File: src/rtl/dec38_strobe.sv
// dec38_strobe: 3-to-8 one-hot decoder that emits each accepted code as a
// fixed-length strobe followed by an optional all-zero gap, with a saturating
// count of accepted codes.
module dec38_strobe #(
    parameter int unsigned PULSE_LEN = 4,   // cycles a decoded word is driven, 1..255
    parameter int unsigned GAP_LEN   = 1    // all-zero cycles after each pulse, 0..255
) (
    input  logic       clk,
    input  logic       rst_n,
    input  logic       en,
    input  logic [2:0] din,
    input  logic       din_valid,
    output logic       din_ready,
    output logic [7:0] dout,
    output logic       dout_valid,
    output logic       busy,
    output logic [7:0] acc_cnt
);

    localparam int unsigned CNT_W = 8;

    // Counter reload values: the counter holds "cycles remaining minus one"
    // so that a value of zero marks the last cycle of the phase.
    localparam logic [CNT_W-1:0] LP_PULSE_LD = CNT_W'(PULSE_LEN - 32'd1);
    localparam logic [CNT_W-1:0] LP_GAP_LD   = (GAP_LEN != 32'd0) ? CNT_W'(GAP_LEN - 32'd1)
                                                                   : '0;
    localparam bit               LP_HAS_GAP  = (GAP_LEN != 32'd0);
    localparam logic [CNT_W-1:0] LP_ACC_MAX  = '1;

    typedef enum logic [1:0] {
        ST_IDLE  = 2'd0,
        ST_DRIVE = 2'd1,
        ST_GAP   = 2'd2
    } state_t;

    state_t           r_state;
    logic [CNT_W-1:0] r_cnt;
    logic [7:0]       r_dout;
    logic             r_dout_valid;
    logic             r_busy;
    logic [7:0]       r_acc_cnt;

    logic             w_ready;
    logic             w_hs;
    logic [7:0]       w_onehot;
    logic             w_cnt_last;

    // Ready comes only from registered state and en, never from din_valid.
    assign w_ready    = en && (r_state == ST_IDLE);
    assign w_hs       = w_ready && din_valid;
    assign w_onehot   = 8'b0000_0001 << din;
    assign w_cnt_last = (r_cnt == '0);

    // Strobe FSM: reset beats enable, enable beats everything else.
    always_ff @(posedge clk) begin
        if (!rst_n) begin
            r_state      <= ST_IDLE;
            r_cnt        <= '0;
            r_dout       <= 8'h00;
            r_dout_valid <= 1'b0;
            r_busy       <= 1'b0;
        end else if (!en) begin
            r_state      <= ST_IDLE;
            r_cnt        <= '0;
            r_dout       <= 8'h00;
            r_dout_valid <= 1'b0;
            r_busy       <= 1'b0;
        end else begin
            case (r_state)
                ST_IDLE: begin
                    if (w_hs) begin
                        r_state      <= ST_DRIVE;
                        r_cnt        <= LP_PULSE_LD;
                        r_dout       <= w_onehot;
                        r_dout_valid <= 1'b1;
                        r_busy       <= 1'b1;
                    end
                end
                ST_DRIVE: begin
                    if (w_cnt_last) begin
                        r_dout       <= 8'h00;
                        r_dout_valid <= 1'b0;
                        if (LP_HAS_GAP) begin
                            r_state <= ST_GAP;
                            r_cnt   <= LP_GAP_LD;
                            r_busy  <= 1'b1;
                        end else begin
                            r_state <= ST_IDLE;
                            r_cnt   <= '0;
                            r_busy  <= 1'b0;
                        end
                    end else begin
                        r_cnt <= r_cnt - CNT_W'(1);
                    end
                end
                ST_GAP: begin
                    if (w_cnt_last) begin
                        r_state <= ST_IDLE;
                        r_busy  <= 1'b0;
                    end else begin
                        r_cnt <= r_cnt - CNT_W'(1);
                    end
                end
                default: begin
                    r_state      <= ST_IDLE;
                    r_cnt        <= '0;
                    r_dout       <= 8'h00;
                    r_dout_valid <= 1'b0;
                    r_busy       <= 1'b0;
                end
            endcase
        end
    end

    // Saturating count of accepted codes; en does not clear it.
    always_ff @(posedge clk) begin
        if (!rst_n) begin
            r_acc_cnt <= 8'h00;
        end else if (w_hs && (r_acc_cnt != LP_ACC_MAX)) begin
            r_acc_cnt <= r_acc_cnt + 8'd1;
        end
    end

    assign din_ready  = w_ready;
    assign dout       = r_dout;
    assign dout_valid = r_dout_valid;
    assign busy       = r_busy;
    assign acc_cnt    = r_acc_cnt;

endmodule

File: config.mk
export PLATFORM = sky130hd
export DESIGN_NAME = dec38_strobe
export DESIGN_NICKNAME = d
export VERILOG_FILES = /design/src/rtl/dec38_strobe.sv
export SDC_FILE = /design/constraint.sdc
export NUM_CORES = 1
export LEC_CHECK = 0
export ABC_CLOCK_PERIOD_IN_PS = 2300
export BUFFER_PORTS_ARGS = -buffer_cell sky130_fd_sc_hd__buf_2
export CORE_MARGIN = 4
export CORE_UTILIZATION = 56
export CTS_BUF_LIST = sky130_fd_sc_hd__clkbuf_8
export CTS_CLUSTER_SIZE = 10
export DETAILED_ROUTE_END_ITERATION = 10
export PLACE_DENSITY = 0.81
export SYNTH_ARGS = -nofsm -noshare
export SYNTH_HDL_FRONTEND = slang
export SYNTH_SLANG_ARGS = --single-unit
export TNS_END_PERCENT = 100
File: constraint.sdc
create_clock -name clk -period 2.3 [get_ports clk]
set_input_delay 0.23 -clock clk [delete_from_list [all_inputs] [get_ports clk]]
set_output_delay 0.23 -clock clk [all_outputs]
set_load 0.01 [all_outputs]
==> After elaboration in Yosys (flattened, before gate mapping) <==
Index checks and enable logic that the tools add are counted.
{ "totals": {"register_bits": 28, "inputBits": 7, "output_inout_bits": 19, "elab_cells": 42} }
{ "op_classes": {"addsub": 2, "n_eq_ne": 7, "n_shift": 1, "muxes": 16, "n_bitwise": 1, "reduce_logical": 9} }
{ "op_table": {"columns": ["cell", "count"], "rows": [
  ["one-hot mux 8 bit (3 select lines)", 2],
  ["two-way mux 8 bit", 5],
  ["adder 8 x 1 -> 8 bit (second input constant)", 1],
  ["logical NOT 8 bit", 1],
  ["inequality test 2 bit (second input constant)", 4],
  ["inequality test 8 bit (second input constant)", 1],
  ["<< shifter 1 x 3 -> 8 bit (first input constant)", 1],
  ["subtractor 8 x 1 -> 8 bit (second input constant)", 1],
  ["two-way mux 2 bit", 3],
  ["one-hot mux 1 bit (3 select lines)", 2],
  ["one-hot mux 2 bit (3 select lines)", 1],
  ["AND reduction 3 bit", 2],
  ["AND reduction 2 bit", 2],
  ["logical AND 1 bit", 3],
  ["two-way mux 1 bit", 3],
  ["equality test 2 x 1 -> 1 bit (second input constant)", 1],
  ["equality test 2 bit (second input constant)", 1],
  ["logical NOT 2 bit", 1],
  ["NOT 1 bit", 1]
]} }

==> Longest topological paths before layout <==
Gate-level depths: netlist of the first run.
{ "depth": {"ltp_word": 5, "ltp_mapped": 6, "ltp_nobuf": 6} }

==> Worst setup path after synthesis of the first run <==
No wires, ideal clock.
{ "synth_timing": {"path_kind": "register -> register", "from": "reg r_cnt[0]", "to": "reg r_dout[4] (netlist: dout[4])", "t_arrival_ns": 1.493, "t_required_ns": 2.183, "slack_ns": 0.691, "path_stages_with_launch": 7, "n_path_buf": 0, "synth_period_minus_slack_ns": 1.609, "cell_sequence": "dfxtp_1 > inv_1 > ha_1 > nor4b_4 > a21oi_2 > o21a_4 > a22o_1"} }
{ "synth_between": {"elab_chain_cells": 3} }
{ "synth_lines": {"columns": ["element", "line", "rtl"], "rows": [
  ["from (decl)", "37", "logic [CNT_W-1:0] r_cnt;"],
  ["from (signal assigned)", "93", "r_cnt <= r_cnt - CNT_W'(1);"],
  ["from (signal assigned)", "101", "r_cnt <= r_cnt - CNT_W'(1);"],
  ["logical NOT 8 bit", "52", "assign w_cnt_last = (r_cnt == '0);"],
  ["inequality test 2 bit (no source line)", null, null],
  ["AND reduction 3 bit (no source line)", null, null],
  ["to (signal assigned)", "74", "r_dout <= w_onehot;"],
  ["to (decl)", "38", "logic [7:0] r_dout;"]
]} }
No other way between the ends.
A chain may end at the register's enable or synchronous reset.

==> Worst setup path in the final report of the first run <==
{ "layout_timing": {"from": "reg r_cnt[0]", "to": "reg r_cnt[0]"} }
{ "layout_between": {"elab_chain_cells": 3} }
{ "layout_lines": {"columns": ["element", "line", "rtl"], "rows": [
  ["subtractor 8 x 1 -> 8 bit / logical NOT 8 bit (equally long branches)", "93, 101, 52", null],
  ["two-way mux 8 bit, or another cell as far along", "97", "if (w_cnt_last) begin"],
  ["one-hot mux 8 bit (3 select lines) / AND reduction 2 bit (equally long branches)", null, null]
]} }
Several ways; a longest one is shown, not always the timed one. The select of a mux whose other input is x is not followed.

==> out/metrics.cfg, run 1 <==
[final_layout]
antenna_cells=0
area_delta_synth_final_pct=14.38
fin_nets=188
layout_commonest_cell=dfxtp_1
regArea_um2=560.5
layout-drive-gt1-share=0.2191
fill_cells=197
layout_common_cells=28 x dfxtp_1, 25 x buf_2, 15 x nor2_1, 15 x a21oi_1, 12 x nand2_1
multi_input_area_um2=760.7

[grt]
grt_pass1_wl_um=5299
overflow=0
antenna_found_initial=0
grt_pass1_vias=1219
track_usage=0.1967
grt_max_degree=16

[synthesis]
yosysWarningCount=0
synth_top_family_by_area=simple AND/OR/NAND/NOR gates
syn_area_per_cell_um2=8.930
ys_types=44
yosys.area_share.simple=0.2454
syn_inst=153
synth_compound_area_frac=0.2445
ys.flop_type=dfxtp_1
synthesis.nets=162
synth_seq_cells=28
synth_area_um2=1366
yosysSeqAreaShare=0.4103
synth_mux_area_frac=0.02930
synth-edff-count=0
synthAdderAreaFrac=0.01832
synth-async-reset-ratio=0
synth_xor_area_frac=0.01923

[timing]
skew_ns=0.009287
finalHoldViolCount=0
fin_crit_sh=0.7866
max_freq_mhz=552.7
whs_ns=0.2112
fin_crit_ns=1.809
worstMarginPinSlew_ns=0.5346
relSlewSlack=0.6416
finalSetupViolations=0
report.final.slew_viol_count=0
finalSetupTns_ns=0
rsz0062_at_grt=false

[clocking]
cts_buffers=3
clock-root-buffer=clkbuf_8
cts_resized=0
cts_tree=built
cts.clk_slew.worst_paths_ns=0.10
cts_sinks=28
post-cts-setup-buffers=0
htree_num_levels=1
clk_latency_ns=0.27
postCtsHoldBufs=0
clk_path_buf_depth=2

[detailed_routing]
vias=1264
first_pass_iters=4
wl_per_cell_um=15.02
drt_iter0_drc=68
wl_um=3094
ant_nets=0
viasPerCell=6.136
drc=0

[worst_hold_path]
hp-class=in -> reg

[die]
io-pin-count=26
die_w_um=57.40
start_util=0.6003
die_area_um2=3294
num_rows=17
coreArea_um2=2276
die-height_um=57.40

[placement]
routabilityCongestion=0.8475
numPortBuffers=25
hpwl_um=2370

[setup_path]
cp-start-kind=flip-flop
crit_required_ns=2.45
end_kind=flip-flop
crit_fanout=7
worstPathArrival_ns=1.96
cpMaxStageDelayCell=nor4b_4
critical-path-max-stage-delay_ns=0.37
path_cells=inv_1 -> ha_1 -> nor4b_4 -> nand2_1 -> a311oi_1 -> a31oi_1
path_class=reg -> reg

[power]
powerDensity_nw_per_um2=640.0
peakVddDrop_mv=0.5811
p_leak_nw=0.6501

[run]
maxCapViolCount=0

[status]
status=finished clean

## logic make-up after synthesis
kind of cell	Yosys count
AND/OR/NAND/NOR	59
XOR/XNOR	3
adder cells (fa/ha/maj)	2
multiplexers	4
buffers and inverters	11
AO/OA/AOI/OAI	46
flip-flops	28
## per-layer routing
metal / global-route usage / share of wire
met5: 0 / 0
met4: 0.03974 / 0.0052
met1: 0.2597 / 0.48
met2: 0.3371 / 0.46
met3: 0.03167 / 0.052
## final timing paths
kind	start	to	slack [ns]	depth (start not counted)
hold / removal	din[2]	dout[3]	0.21	2
hold reg to reg	dout[3]	dout[3]	0.47	2
setup reg to reg	r_cnt[0]	r_cnt[0]	0.49	6
setup / recovery	r_cnt[0]	r_cnt[0]	0.49	6
## cell usage after synthesis, types with 2 or more instances
cell	n	share of area
o41ai_1	2	0.013
a32o_1	3	0.022
nor2_1	15	0.041
inv_1	7	0.019
nand3_1	9	0.033
and3_1	2	0.0092
o21ai_0	4	0.015
nor3_1	4	0.015
o2bb2ai_1	2	0.013
mux2i_1	4	0.029
nand2_1	12	0.033
a211o_1	2	0.013
or4_1	2	0.011
dfxtp_1	28	0.41
ha_1	2	0.018
xor2_1	3	0.019
a22o_1	2	0.013
buf_2	3	0.011
a31oi_1	3	0.014
nand4_1	4	0.018
a21oi_1	15	0.055
o211ai_1	2	0.011
a2111oi_0	2	0.013
## report_power, final
part	internal, W	total (W)	switching, W	leakage [nW]
logic	0.0000721	0.000184	0.000112	0.395
clock network	0.000153	0.000296	0.000143	0.0288
registers	0.000500	0.000520	0.0000203	0.227
total	0.000725	0.00100	0.000276	0.650
## sequential cells by signal, indices dropped and copies added, names as in the netlist
name / cells
r_cnt: 8
r_state: 2
acc_cnt: 8
busy: 1
dout: 8
dout_valid: 1
## metrics by stage
step	power [W]	instance area [um^2]	util	setup WS, ns	cells
2_1_floorplan	0.0006649	1366	-	0.6905	153
3_3_place_gp	0.0007042	1508	0.6625	0.6158	202
3_5_place_dp	0.0007110	1508	0.6625	0.5427	202
4_1_cts	0.0009996	1563	0.6866	0.5108	206
5_1_grt	0.001042	1563	0.6866	0.3886	206
6_report	0.001000	1563	0.6866	0.4908	206
## worst max-delay path: cells and delay by family (launching register included)
kind                       cells  cell delay [ns]
adders and majority gates      1             0.23
and+or+nand+nor                2             0.52
DFF                            1             0.36
AOI/OAI and AO/OA              2             0.48
buffers and inverters          1             0.11
## final cells by class
cell class,instances,area share
multi-input combinational,114,0.4868
sequential,28,0.3587
timing repair buffer,25,0.08006
clock buffer,4,0.03523
tap,28,0.02242
inverter,7,0.01681
Power figures use the tool's default switching activity.
==> run 2: changes to the inputs <==
ABC_AREA = 1   (was not set)
ABC_CLOCK_PERIOD_IN_PS = 1900   (was 2300)
CORE_UTILIZATION = 57   (was 56)
clock period = 1.9 ns   (was 2.3 ns; I/O delays follow)
==> out/metrics.cfg, run 2 <==
[detailed_routing]
wl_per_cell_um=11.68
viasPerCell=5.279
drt_iter0_drc=70
drc=0
ant_nets=0
first_pass_iters=4
wl_um=2931
vias=1325

[timing]
worstMarginPinSlew_ns=0.4129
setup_ws_ns=0.2452
skew_ns=0.002093
rsz0062_at_grt=false
fin_crit_sh=0.8710
finalHoldViolCount=0
finalSetupTns_ns=0
finalSetupViolations=0
max_freq_mhz=604.3
whs_ns=0.2052
relSlewSlack=0.7222
fin_crit_ns=1.655
report.final.slew_viol_count=0

[status]
status=finished clean

[power]
peakVddDrop_mv=0.5177
clkPwrFrac=0.282
internal_power_w=0.0008021
powerDensity_nw_per_um2=674.5
seq_power_share=0.559
pwr-share-comb=0.160
p_sw_w=0.0002958
p_leak_nw=0.7278
netSwitchingFraction=0.2694

[setup_path]
path_class=reg -> reg
end_kind=flip-flop
crit_fanout=9
worstPathArrival_ns=1.82
crit_required_ns=2.06
regToRegSetupSlack_ns=0.25
cp-start-kind=flip-flop

[final_layout]
finish.instance_area_um2=1628
layout-drive-gt1-share=0.2511
antenna_cells=0
fill_cells=191
final-instance-count-excl-fill=251
regArea_um2=560.5
fin_nets=234
multi_input_area_um2=742.0
area_delta_synth_final_pct=13.23
layout_common_cells=44 x nand2_1, 28 x dfxtp_1, 25 x inv_1, 25 x buf_2
layout_commonest_cell=nand2_1

[placement]
routabilityCongestion=0.9321
numPortBuffers=25
place_area_um2=1587
numPlacedInstances=248
hpwl_um=2289
place_ws_ns=0.2667

[die]
die_area_um2=3390
start_util=0.6258
num_rows=17
die_w_um=58.22
io-pin-count=26
coreArea_um2=2297
die-height_um=58.22

[synthesis]
synth_top_area_frac=0.3899
yosysWarningCount=0
yosys.area.top_type=dfxtp_1
ys_top_cells_by_area=dfxtp_1 39%, nand2_1 11%, inv_1 6.5%, a21oi_1 5.6%, nand3_1 5.6%
ys.flop_type=dfxtp_1
syn_area_per_cell_um2=7.335
ys_types=28
synth-edff-count=0
yosysSeqAreaShare=0.3899
synth_area_um2=1438
synth_commonest_cells=44 x nand2_1, 28 x dfxtp_1, 25 x inv_1
synth.most_common_cell=nand2_1
syn_inst=196
synth_seq_cells=28
synthesis.nets=205
synth-async-reset-ratio=0

[run]
maxCapViolCount=0

[clocking]
clock-root-buffer=clkbuf_8
cts.clk_slew.worst_paths_ns=0.09
htree_num_levels=1
post-cts-setup-buffers=0
clk_latency_ns=0.26
postCtsHoldBufs=0
cts_resized=0
cts_buffers=3
clk_path_buf_depth=2
cts_tree=built
cts_sinks=28

[grt]
antenna_found_initial=0
grt_pass1_vias=1233
grt_pass1_wl_um=5064
grt_max_degree=15
track_usage=0.1851
overflow=0

[worst_hold_path]
hp-class=in -> reg

==> run 2: changes by cell type after synthesis, moves of 4 or more <==
| cell | change |
|---|---|
| nand2_1 | +32 |
| o22ai_1 | +6 |
| inv_2 | +8 |
| inv_1 | +18 |
| nand2_2 | +4 |
| nand3_1 | +7 |
| mux2i_1 | -4 |
==> run 2: layout make-up <==
cell class,count,share of cell area
Multi-Input combinational cell,134,0.4558
Sequential cell,28,0.3444
Timing Repair Buffer,25,0.07686
Inverter,33,0.07610
Clock buffer,3,0.02537
Tap cell,28,0.02152
==> run 2: worst paths after layout <==
kind / from / to / cells after the start
setup / recovery: acc_cnt[1] / acc_cnt[2] / 8
hold / removal: rst_n / acc_cnt[1] / 3
setup reg to reg: acc_cnt[1] / acc_cnt[2] / 8
hold reg to reg: dout[1] / dout[1] / 2
==> run 2: routing by layer <==
metal | vias to the layer above | track usage | part of all wire
met5 | - | 0 | 0
met2 | 37 | 0.3032 | 0.47
li1 | 689 | - | -
met1 | 597 | 0.2480 | 0.48
met4 | 0 | 0.06291 | 0.0048
met3 | 2 | 0.02673 | 0.049
==> run 2: stage by stage <==
step | utilization | power, W
floorplan | - | 0.0007584
global placement | 0.6906 | 0.0007943
detailed placement | 0.6906 | 0.0008000
CTS | 0.7086 | 0.001104
global route | 0.7086 | 0.001156
finish | 0.7086 | 0.001098
==> run 2: worst max-delay path, cell delays in order (launching register included) <==
cell and delay, ns:
dfxtp_1 0.40, ha_1 0.22, nand2_1 0.11, nor3b_2 0.25
nand2_1 0.13, nand2_4 0.13, inv_2 0.09, a21oi_1 0.15
nor2_1 0.07
==> run 2: kinds of logic (layout without fill, tap and decap cells) <==
group                      after synthesis  after routing  synth area share
xor gates and xnor gates                 5              5           0.03046
AOI/OAI and AO/OA                       31             31            0.1314
DFF                                     28             28            0.3899
and+or+nand+nor                         96             96            0.3368
buffers and inverters                   34             61           0.09400
adders and majority gates                2              2           0.01740
==> run 2: power by group through the flow <==
stage                     combinational, W  sequential [W]  clock [W]
final                             0.000175        0.000613   0.000309
after global routing              0.000200        0.000615   0.000341
after CTS                         0.000175        0.000613   0.000317
after detailed placement          0.000173        0.000627          0
after global placement            0.000168        0.000626          0
after floorplan                   0.000131        0.000628          0
==> run 3: changes to the inputs <==
CORE_UTILIZATION = 45   (was 57)
PLACE_DENSITY = 0.67   (was 0.81)
RECOVER_POWER = 25   (was not set)
SKIP_CTS_REPAIR_TIMING = 1   (was not set)
==> out/metrics.cfg, run 3 (synthesis results as in run 2) <==
[setup_path]
r2r-start=r_cnt[0]
ff2ff_path_depth=11
path_class=reg -> reg
crit_fanout=13
r2r_end=r_cnt[5]
end_kind=flip-flop
crit_required_ns=2.09
regToRegSetupSlack_ns=0.31
cp-start-kind=flip-flop
worstPathArrival_ns=1.78

[final_layout]
fin_nets=234
regArea_um2=560.5
layout-drive-gt1-share=0.2054
layout_common_cells=44 x nand2_1, 28 x dfxtp_1, 25 x inv_1, 16 x nand3_1, 16 x a21oi_1
layout_commonest_cell=nand2_1
multi_input_area_um2=742.0
antenna_cells=0
fill_cells=307
area_delta_synth_final_pct=15.75

[clocking]
clk_path_buf_depth=2
cts_sinks=28
clk_latency_ns=0.28
clock-root-buffer=clkbuf_8
cts_buffers=3
cts_tree=built
cts.clk_slew.worst_paths_ns=0.10
htree_num_levels=1

[detailed_routing]
viasPerCell=4.776
first_pass_iters=4
ant_nets=0
drc=0
drt_iter0_drc=75
wl_um=2801
vias=1280
wl_per_cell_um=10.45

[placement]
hpwl_um=2171
routabilityCongestion=0.8959
numPortBuffers=25

[status]
status=finished clean

[die]
die_area_um2=4163
coreArea_um2=3053
io-pin-count=26
start_util=0.4709
num_rows=20
die_w_um=64.52
die-height_um=64.52

[timing]
max_freq_mhz=627.9
skew_ns=0.002044
fin_crit_sh=0.8382
whs_ns=0.1614
relSlewSlack=0.7752
rsz0062_at_grt=false
finalHoldViolCount=0
finalSetupTns_ns=0
fin_crit_ns=1.593
report.final.slew_viol_count=0
worstMarginPinSlew_ns=0.3341
finalSetupViolations=0

[grt]
overflow=0
grt_pass1_vias=1168
grt_pass1_wl_um=5106
grt_max_degree=17
antenna_found_initial=0
track_usage=0.1528

[power]
peakVddDrop_mv=0.3929
powerDensity_nw_per_um2=756.8
p_leak_nw=0.6940

[worst_hold_path]
hold_end=acc_cnt[2]
min_from=rst_n
min_path_cells=3
hp-class=in -> reg

[run]
maxCapViolCount=0

run 3: cell count changes in the layout (fill, tap and decap cells not counted):
cell | previous run | this run
bufinv_16 | 0 | 1
clkbuf_1 | 0 | 11
buf_2 | 25 | 14
run 3: through the flow:
step,total power [W],setup WS [ns],utilization,cell area [um^2],cells
after CTS,0.001275,0.3013,0.5496,1678,268
after global placement,0.0008004,0.3175,0.5262,1607,264
final,0.001259,0.3074,0.5451,1664,268
after detailed placement,0.0007997,0.3097,0.5262,1607,264
after floorplan,0.0007584,0.4310,-,1438,196
after global routing,0.001329,0.1102,0.5451,1664,268
run 3: how the worst max path moves through the flow:
stage / from / to / slack (ns) / cells past startpoint
after floorplan: r_cnt[0] / dout[5] / 0.43 / 10
after global placement: r_cnt[0] / r_cnt[5] / 0.32 / 11
after detailed placement: r_cnt[0] / r_cnt[5] / 0.31 / 11
after CTS: r_cnt[0] / r_cnt[5] / 0.30 / 11
after global routing: r_cnt[0] / r_cnt[5] / 0.11 / 11
final: r_cnt[0] / r_cnt[5] / 0.31 / 11
run 3: report_power, final:
| part | internal [W] | switching [W] | leakage [nW] |
|---|---|---|---|
| registers | 0.000600 | 0.0000123 | 0.227 |
| clock network | 0.000282 | 0.000192 | 0.0357 |
| logic | 0.0000589 | 0.000114 | 0.432 |
run 3: cell type report:
class,count,area share
Multi-Input combinational cell,134,0.4459
Sequential cell,28,0.3368
Inverter,33,0.07444
Timing Repair Buffer,25,0.06692
Tap cell,44,0.03308
Clock buffer,3,0.02481
Clock inverter,1,0.01805
run 3: worst max-delay path, stage by stage, from the launching register on:
cell	delay, ns
dfxtp_1	0.32
inv_1	0.09
ha_1	0.27
inv_2	0.06
nor3_2	0.09
nand2_1	0.15
nand2_2	0.13
nand3b_4	0.10
nand2_4	0.16
inv_2	0.04
nand2_1	0.05
nor2_1	0.03
run 3: routing by layer:
| metal | wire length, um | share of wire | track usage |
|---|---|---|---|
| met5 | 0 | 0 | 0 |
| met4 | 44 | 0.016 | 0.05541 |
| met3 | 176 | 0.063 | 0.04333 |
| met2 | 1156 | 0.41 | 0.2384 |
| met1 | 1424 | 0.51 | 0.2004 |
